File: config.mk
export PLATFORM = sky130hd
export DESIGN_NAME = cpu_interrupt_controller
export DESIGN_NICKNAME = d
export VERILOG_FILES = /design/src/rtl/cpu_control_pkg.sv /design/src/rtl/cpu_irq_priority_encoder.sv /design/src/rtl/cpu_interrupt_controller.sv
export SDC_FILE = /design/constraint.sdc
export NUM_CORES = 1
export LEC_CHECK = 0
export CAP_MARGIN = 25
export CORE_MARGIN = 2
export CORE_UTILIZATION = 30
export CTS_CLUSTER_DIAMETER = 50
export DETAILED_ROUTE_END_ITERATION = 7
export GPL_ROUTABILITY_DRIVEN = 0
export GPL_TIMING_DRIVEN = 0
export PLACE_DENSITY = 0.8
export SLEW_MARGIN = 30
export SYNTH_ARGS = -nofsm -noshare
export SYNTH_HDL_FRONTEND = slang
export SYNTH_SLANG_ARGS = --single-unit
File: constraint.sdc
create_clock -name clk -period 2.2 [get_ports clk]
set_input_delay 0.22 -clock clk [delete_from_list [all_inputs] [get_ports clk]]
set_output_delay 0.22 -clock clk [all_outputs]
set_load 0.005 [all_outputs]
File: src/rtl/cpu_control_pkg.sv
// Shared control-path definitions for the CPU core: trap-controller states,
// the PC-source code for sequential fetch, and the mcause encoding for external interrupts.
package cpu_control_pkg;

    localparam int MAX_IRQ        = 16;
    localparam int IRQ_IDX_W      = 4;
    localparam int CAUSE_IRQ_BASE = 16;

    localparam logic [2:0] PC_SRC_PC_PLUS_4 = 3'd0;

    typedef enum logic [1:0] {
        ST_IDLE    = 2'd0,
        ST_WAIT    = 2'd1,
        ST_ACK     = 2'd2,
        ST_HANDLER = 2'd3
    } irq_state_e;

    // Interrupt bit set, exception code offset into the platform-defined range.
    function automatic logic [31:0] irq_cause(input logic [IRQ_IDX_W-1:0] idx);
        return 32'h8000_0000 | (32'(CAUSE_IRQ_BASE) + 32'(idx));
    endfunction

endpackage

File: src/rtl/cpu_irq_priority_encoder.sv
// Fixed-priority encoder: reports the lowest-numbered asserted request line.
module cpu_irq_priority_encoder
    import cpu_control_pkg::*;
#(
    parameter int NUM_IRQ = 8
) (
    input  logic [NUM_IRQ-1:0]   req,
    output logic [IRQ_IDX_W-1:0] idx,
    output logic                 any
);

    always_comb begin
        // NOTE: every output gets a default before the loop so no path leaves it unassigned (no latch).
        idx = '0;
        any = 1'b0;
        // Walking downwards lets the lowest set index overwrite the others.
        for (int i = NUM_IRQ - 1; i >= 0; i--) begin
            if (req[i]) begin
                idx = IRQ_IDX_W'(i);
                any = 1'b1;
            end
        end
    end

endmodule

File: src/rtl/cpu_interrupt_controller.sv
// External-interrupt controller: latches requests, waits for a quiet pipeline,
// then issues a single trap-entry pulse with mcause/mepc and tracks handler residency.
module cpu_interrupt_controller
    import cpu_control_pkg::*;
#(
    parameter int NUM_IRQ  = 8,
    parameter bit IRQ_EDGE = 1'b1
) (
    input  logic               clk,
    input  logic               rst,
    input  logic [NUM_IRQ-1:0] irq,
    input  logic               mie_global,
    input  logic [NUM_IRQ-1:0] mie_mask,
    input  logic               csr_write_e,
    input  logic               csr_write_m,
    input  logic               csr_write_w,
    input  logic [2:0]         pc_src_e,
    input  logic               stall_d,
    input  logic               valid_d,
    input  logic               valid_e,
    input  logic               valid_m,
    input  logic [31:0]        pc_f,
    input  logic [31:0]        pc_d,
    input  logic [31:0]        pc_e,
    input  logic [31:0]        pc_m,
    input  logic               mret_w,
    output logic               int_ack,
    output logic [31:0]        int_cause,
    output logic [31:0]        int_epc,
    output logic [NUM_IRQ-1:0] irq_pending,
    output logic               in_handler
);

    irq_state_e           state, state_next;
    logic [IRQ_IDX_W-1:0] idx, idx_next, enc_idx;
    logic [NUM_IRQ-1:0]   irq_q, pending, pending_next, eligible, ack_clr;
    logic [MAX_IRQ-1:0]   eligible_wide;
    logic                 enc_any, win_eligible, safe;

    assign in_handler    = (state == ST_HANDLER);
    assign eligible      = pending & mie_mask & {NUM_IRQ{mie_global & ~in_handler}};
    assign eligible_wide = MAX_IRQ'(eligible);
    assign win_eligible  = eligible_wide[idx];

    // Trap entry must not split a CSR update or race a redirect already in Execute.
    assign safe = ~csr_write_e & ~csr_write_m & ~csr_write_w
                & (pc_src_e == PC_SRC_PC_PLUS_4) & ~stall_d;

    cpu_irq_priority_encoder #(
        .NUM_IRQ (NUM_IRQ)
    ) u_prio (
        .req (eligible),
        .idx (enc_idx),
        .any (enc_any)
    );

    always_comb begin
        ack_clr = '0;
        if (state == ST_ACK) begin
            for (int i = 0; i < NUM_IRQ; i++) begin
                if (idx == IRQ_IDX_W'(i)) ack_clr[i] = 1'b1;
            end
        end
    end

    // Clearing the taken bit first means a fresh edge in the ACK cycle survives.
    always_comb begin
        if (IRQ_EDGE) pending_next = (pending & ~ack_clr) | (irq & ~irq_q);
        else          pending_next = irq;
    end

    always_ff @(posedge clk) begin
        // NOTE: non-blocking assignments so every register samples pre-edge values.
        if (rst) begin
            irq_q   <= '0;
            pending <= '0;
        end else begin
            irq_q   <= irq;
            pending <= pending_next;
        end
    end

    always_comb begin
        state_next = state;
        idx_next   = idx;
        case (state)
            ST_IDLE: begin
                if (enc_any) begin
                    state_next = ST_WAIT;
                    idx_next   = enc_idx;
                end
            end
            ST_WAIT: begin
                if (!enc_any) begin
                    state_next = ST_IDLE;
                end else if (!win_eligible) begin
                    idx_next = enc_idx;
                end else if (safe) begin
                    state_next = ST_ACK;
                end
            end
            ST_ACK: begin
                state_next = ST_HANDLER;
            end
            ST_HANDLER: begin
                if (mret_w) state_next = ST_IDLE;
            end
            default: begin
                state_next = ST_IDLE;
            end
        endcase
    end

    always_ff @(posedge clk) begin
        if (rst) begin
            state <= ST_IDLE;
            idx   <= '0;
        end else begin
            state <= state_next;
            idx   <= idx_next;
        end
    end

    assign int_ack     = (state == ST_ACK);
    assign int_cause   = int_ack ? irq_cause(idx) : 32'h0;
    assign irq_pending = pending;

    // Resume at the oldest instruction still in flight.
    always_comb begin
        int_epc = 32'h0;
        if (int_ack) begin
            if (valid_m)      int_epc = pc_m;
            else if (valid_e) int_epc = pc_e;
            else if (valid_d) int_epc = pc_d;
            else              int_epc = pc_f;
        end
    end

endmodule

==> results.sh <==
export IMPL_mostFrequentLayoutCell="clkdlybuf4s50_1"
export IMPL_ys_seq_area_share_pct=17.89
export IMPL_cellInternalPower_mw=0.9488
export IMPL_postSynthAreaPerCell_um2=6.527
export IMPL_synth_ff_type="dfxtp_1"
export IMPL_cp_slowest_stage_delay_ps=560
export IMPL_maxCapViolCount=0
export IMPL_critPathKind="flip-flop to output pin"
export IMPL_min_to="irq_pending[5]$_SDFF_PP0_"
export IMPL_fp_dieW_um=92.50
export IMPL_yosysUniqueCellTypes=39
export IMPL_grt_first_pass_wirelength_mm=15.91
export IMPL_ys_ff_latch=21
export IMPL_timing_slew_headroom_pct=64.79
export IMPL_path_cells="nand2b_2 -> clkbuf_2 -> nor2_1 -> clkdlybuf4s50_1"
export IMPL_htreeDepth=1
export IMPL_holdBufCountCts=0
export IMPL_powerDensity_nw_per_um2=287.6
export IMPL_fillCellCount=694
export IMPL_grt_antenna_before_repair=0
export IMPL_regToRegSetupSlack_ps=430
export IMPL_viasPerCell=4.740
export IMPL_drtPass1Iterations=5
export IMPL_swShare_pct=29.25
export IMPL_pin_count=232
export IMPL_cts_tree="built"
export IMPL_clkPwrFrac_pct=19.7
export IMPL_comb_power_share_pct=48.8
export IMPL_nets=749
export IMPL_num_vias=3280
export IMPL_cts_buffers_inserted=3
export IMPL_setup_viol=0
export IMPL_finalClockSkew_ps=5.129
export IMPL_drtIter0Drc=87
export IMPL_drtAntennaViolNets=0
export IMPL_grt_pass1_vias=3236
export IMPL_endpoint_kind="output pin"
export IMPL_pre_cts_slack_ps=-11.75
export IMPL_worstMarginPinSlew_ps=528.1
export IMPL_whs_path_depth=2
export IMPL_initial_core_util_pct=30.73
export IMPL_dp_cells=689
export IMPL_hp_start="irq_q[5]$_SDFF_PP0_"
export IMPL_sequentialPowerShare_pct=31.5
export IMPL_die_h_um=92.50
export IMPL_cts_buffer_depth=2
export IMPL_start_kind="flip-flop"
export IMPL_status="finished, final reports clean"
export IMPL_fp_coreArea_um2=7647
export IMPL_synth_edf_count=0
export IMPL_rr_endpoint="idx[1]$_SDFFE_PP0P_"
export IMPL_yosysWarnings=0
export IMPL_hp_class="flip-flop to flip-flop"
export IMPL_grt_overflow=0
export IMPL_insertion_delay_ps=270
export IMPL_worst_ep_arrival_time_ps=1860
export IMPL_synth_async_reset_ratio_pct=0
export IMPL_p_sw_mw=0.3922
export IMPL_clock_sinks=21
export IMPL_tns_ps=0
export IMPL_wl_per_cell_um=14.58
export IMPL_slew_violations=0
export IMPL_drc=0
export IMPL_dp_hpwl_mm=8.328
export IMPL_required_ps=1980
export IMPL_p_leak_nw=1.938
export IMPL_area_delta_synth_final_pct=98.40
export IMPL_port_buffer_count=201
export IMPL_final_cells=692
export IMPL_post_route_period_util_pct=94.40
export IMPL_ir_drop_mv=0.2104
export IMPL_routed_wl_mm=10.09
export IMPL_p_total_mw=1.341
export IMPL_whs_ps=482.7
export IMPL_clk_pin_slew_worst_paths_ps=80
export IMPL_regToRegStartpoint="irq_pending[0]$_SDFF_PP0_"
export IMPL_synth_cells=360
export IMPL_rsz0062_at_grt="false"
export IMPL_grt_max_degree=14
export IMPL_max_freq_mhz=481.5
export IMPL_timing_final_ws_setup_ps=123.3
export IMPL_antennaDiodeCount=0
export IMPL_std_cell_rows=32
export IMPL_dieArea_um2=8556
export IMPL_period_minus_slack_ps=2077
export IMPL_crit_slowest_cell="clkdlybuf4s50_1"
export IMPL_final_cell_mix="clkdlybuf4s50_1, nor2_1, a21oi_1"
export IMPL_hold_viol=0
export IMPL_ff2ff_path_depth=6
export IMPL_syn_area_um2=2350
export IMPL_track_usage_pct=23.06
export IMPL_crit_fanout=10
export IMPL_drive_gt1_share_pct=10.34
export IMPL_cts_root_buf="clkbuf_8"
## cells in the mapped netlist (3+ instances only)
master / count / area [µm²]
nor2_1: 98 / 367.9
a21oi_1: 74 / 370.4
mux2i_1: 34 / 340.3
buf_4: 29 / 217.7
dfxtp_1: 21 / 420.4
nand2_1: 16 / 60.06
clkbuf_1: 15 / 56.30
nand2b_1: 11 / 68.82
nor2b_1: 8 / 50.05
buf_1: 6 / 22.52
o21ai_0: 4 / 20.02
o21ai_1: 4 / 20.02
buf_2: 3 / 15.01
o31ai_1: 3 / 22.52
## cell type report
cell class	count	area, µm²	area share (%)
multi-input combinational	307	1684	36.12
clock inverter	1	7.507	0.1610
clock buffer	3	41.29	0.8857
inverter	3	11.26	0.2415
buffer	54	357.8	7.676
tap	102	127.6	2.738
timing repair buffer	201	2012	43.16
sequential	21	420.4	9.018
## timing repair
item	4_1_cts	5_1_grt
pin swaps	0	0
setup endpoints to repair	32	33
setup buffers	0	0
resized for setup	5	21
## registers in the layout, indices dropped and copies added (netlist names), named ones only
| signal | count |
|---|---|
| state | 1 |
| idx | 3 |
| irq_pending | 8 |
| irq_q | 8 |
## power groups by stage
stage / Clock, mW / Combinational (mW) / Sequential, mW
6_report: 0.264 / 0.654 / 0.423
5_1_grt: 0.284 / 0.717 / 0.426
4_1_cts: 0.268 / 0.647 / 0.422
3_5_place_dp: 0 / 0.641 / 0.431
3_3_place_gp: 0 / 0.631 / 0.430
2_1_floorplan: 0 / 0.288 / 0.427
## cell families (layout without fill, tap and decap cells)
family	count (synthesis)	in the layout	synth area share, %
AND/OR/NAND/NOR	147	147	27.96
AO/OA/AOI/OAI	98	98	23.86
buffers and inverters	58	262	14.70
multiplexers	35	35	15.44
flip-flops	21	21	17.89
other	1	27	0.1596
## critical path: cells and delay by family (launching register included)
kind	cells	cell delay (ps)
and+or+nand+nor	2	310
DFF	1	480
buffers and inverters	2	790
## worst max-delay path by stage
stage | start | endpoint | slack (ps)
after floorplan | idx[0]$_SDFFE_PP0P_ | idx[0]$_SDFFE_PP0P_ | 610
after global placement | valid_e | int_epc[26] | -20
after detailed placement | valid_e | int_epc[9] | -10
after CTS | valid_e | int_epc[9] | 6
final | flip-flop | int_epc[9] | 120
after global routing | flip-flop | int_epc[10] | 9
## metal layers
layer	part of all wire [%]	GRT usage, %
met5	0	0
met4	2.7	7.090
met3	8.6	4.963
met2	51	42.64
met1	38	26.28
## per-stage QoR
stage | area, µm² | utilization [%]
floorplan | 2447 | -
global placement | 4587 | 59.98
detailed placement | 4587 | 59.98
CTS | 4638 | 60.65
global route | 4662 | 60.96
finish | 4662 | 60.96
(Power assumes the default switching activity.)
==> variant, RTL diff (same flow settings) <==
Put one more register stage on the output `irq_pending`, with the module's reset. The value now appears one clock later. The other outputs are not delayed to match.
--- a/src/rtl/cpu_interrupt_controller.sv
+++ b/src/rtl/cpu_interrupt_controller.sv
@@ -125,3 +125,9 @@
     assign int_cause   = int_ack ? irq_cause(idx) : 32'h0;
-    assign irq_pending = pending;
+    always_ff @(posedge clk) begin
+        if (rst) begin
+            irq_pending <= '0;
+        end else begin
+            irq_pending <= pending;
+        end
+    end
 
Function: changed (Yosys sat finds a counterexample within 4 cycles, from zero or initial values and one cycle with rst high).
==> variant against the original RTL <==
Sequential cell count up 8. Final area up 5.0%. Wire length down 6.3%. Sequential power up 38%. Maximum frequency up 0.92%. Sequential share of layout area up 2.8 points. Worst setup slack better by 0.019 ns. Power up 29%. Area after synthesis up 7.8%. Critical path type is now input pin to output port. Worst hold slack worse by 0.069 ns. Via count down 5.7%.
==> variant: results (changes against the original RTL) <==
Placed Area=4770 um^2 (was 4590 um^2); most frequent cells after synthesis=mux2i_1, o21ai_0, nand2_1 (was nor2_1, a21oi_1, mux2i_1); CTS root buffer=clkbuf_8 (unchanged); status=finished clean (unchanged); Post CTS Setup Buffer Count=0 (unchanged); largest net degree at the start of global routing=11 (was 14); P_int=0.00131 W (was 0.000949 W); Via density=4.58 (was 4.74); final std cells w/o fill=675 (was 692); Clock Latency Late Sink=0.28 ns; LEAKAGE=2.15 nW (was 1.94 nW); DRT Pass-1 Iters=4 (was 5); dpl cells=669 (was 689); Distinct cells, synth=40 (was 39); Hold Vio Cnt, Final=0 (unchanged); CP max stage cell=clkdlybuf4s50_1 (unchanged); Largest regs=irq_pending: 8 flops, irq_q: 8 flops, pending: 8 flops; first-pass GRT wire length=13600 um (was 15900 um); post-synthesis cell count=337 (was 360); crit path to=int_epc[23] (was int_epc[9]); Register-to-Register Setup Slack=0.41 ns (was 0.43 ns); initial antenna violation count=0 (unchanged); Clock Power Share=0.299 (was 0.197); Clock Skew=0.00650 ns (was 0.00513 ns); final net count=728 (was 749); Place WS=-0.0759 ns (was -0.0118 ns); CTS H-tree lvls=2 (was 1); worst setup margin=0.142 ns (was 0.123 ns); M2 GR Usage=0.346 (was 0.426); Global Route met3 Usage=0.0407 (was 0.0496); initial DRC count=66 (was 87); total CTS buffers=5 (was 3); clock transition at the registers of the reported paths=0.05 ns (was 0.08 ns); number of global-route vias before repair=2932 (was 3236); Synth area leaders=mux2i_1, dfxtp_1, o21ai_0 (was dfxtp_1, a21oi_1, nor2_1); crit path DAT=1.84 ns (was 1.86 ns); Max VDD drop=0.219 mV (was 0.210 mV); slowest stage delay, CP=0.51 ns (was 0.56 ns); drt total wl=9450 um (was 10100 um); detailed placement HPWL=7970 um (was 8330 um); Seq/Total Area, Yosys=0.229 (was 0.179); layout cell share with drive strength beyond 1=0.0982 (was 0.103); Post-synth ARST share=0 (unchanged); CTS Buffer Depth=2 (unchanged); met1 GRT Util=0.217 (was 0.263); reg2reg path depth=5 (was 6); GRT Total Usage=0.188 (was 0.231); final antenna diode count=0 (unchanged); Tightest Hold Check Type=flop to flop (unchanged); worst r2r src=idx[0] (was irq_pending[0]); Yosys top cell area share=0.261 (was 0.179)
[variant: cell count changes after synthesis, sizes merged, moves of 4 or more]
cell and change:
dfxtp +8, o21ai +36, nand3 +4, nand2 +27, nor2 -64, inv +9
mux2i +32, a21oi -73
[variant: logic make-up after synthesis]
family                 synth area share
and+or+nand+nor                   0.208
muxes                             0.270
AOI/OAI and AO/OA                 0.151
buffers and inverters             0.141
DFF                               0.229
other                           0.00148
[variant: repair_timing]
item,4_1_cts,5_1_grt
resized for setup,6,9
endpoints found under the setup margin,29,30
pin swaps,0,0
[variant: worst min path at each step]
stage | start | endpoint | cells after the start | slack, ns
2_1_floorplan | rst | irq_q[0] | 1 | 0.30
3_3_place_gp | irq_q[3] | pending[3] | 1 | 0.40
3_5_place_dp | irq_q[7] | pending[7] | 1 | 0.41
4_1_cts | irq_q[7] | pending[7] | 1 | 0.42
5_1_grt | irq_q[7] | pending[7] | 1 | 0.44
6_report | irq_q[7] | pending[7] | 1 | 0.41
[variant: worst max-delay path, delay by kind of cell]
kind | cells | cell delay (ns)
compound gates | 1 | 0.24
buf+inv | 3 | 1.06
mux | 2 | 0.21
simple gates | 1 | 0.11
[variant: through the flow]
| step | power, W | hold slack (ns) |
|---|---|---|
| 5_1_grt | 0.00183 | 0.436 |
| 3_5_place_dp | 0.00122 | 0.412 |
| 2_1_floorplan | 0.000864 | 0.303 |
| 4_1_cts | 0.00175 | 0.420 |
| 3_3_place_gp | 0.00121 | 0.403 |
| 6_report | 0.00173 | 0.414 |
[variant: area by class of cell]
cell class                      count  area [um^2]
Clock inverter                      2         35.0
Fill cell                         717         3320
Multi-Input combinational cell    271         1690
Tap cell                          105          131
Sequential cell                    29          581
Inverter                           12         45.0
Timing Repair Buffer              201         2010
Buffer                             50          327
Clock buffer                        5         68.8
[variant: power groups by stage]
stage	registers (W)	logic (W)	clock network, W
3_5_place_dp	0.000595	0.000625	0
3_3_place_gp	0.000594	0.000613	0
5_1_grt	0.000589	0.000686	0.000557
6_report	0.000584	0.000629	0.000517
2_1_floorplan	0.000591	0.000273	0
4_1_cts	0.000584	0.000628	0.000533
[variant: layer usage]
layer  up-vias  routed length, um
met5         -                  0
met4         0                155
met3        15                798
met2       154               4840
met1      1369               3660
li1       1556                  -
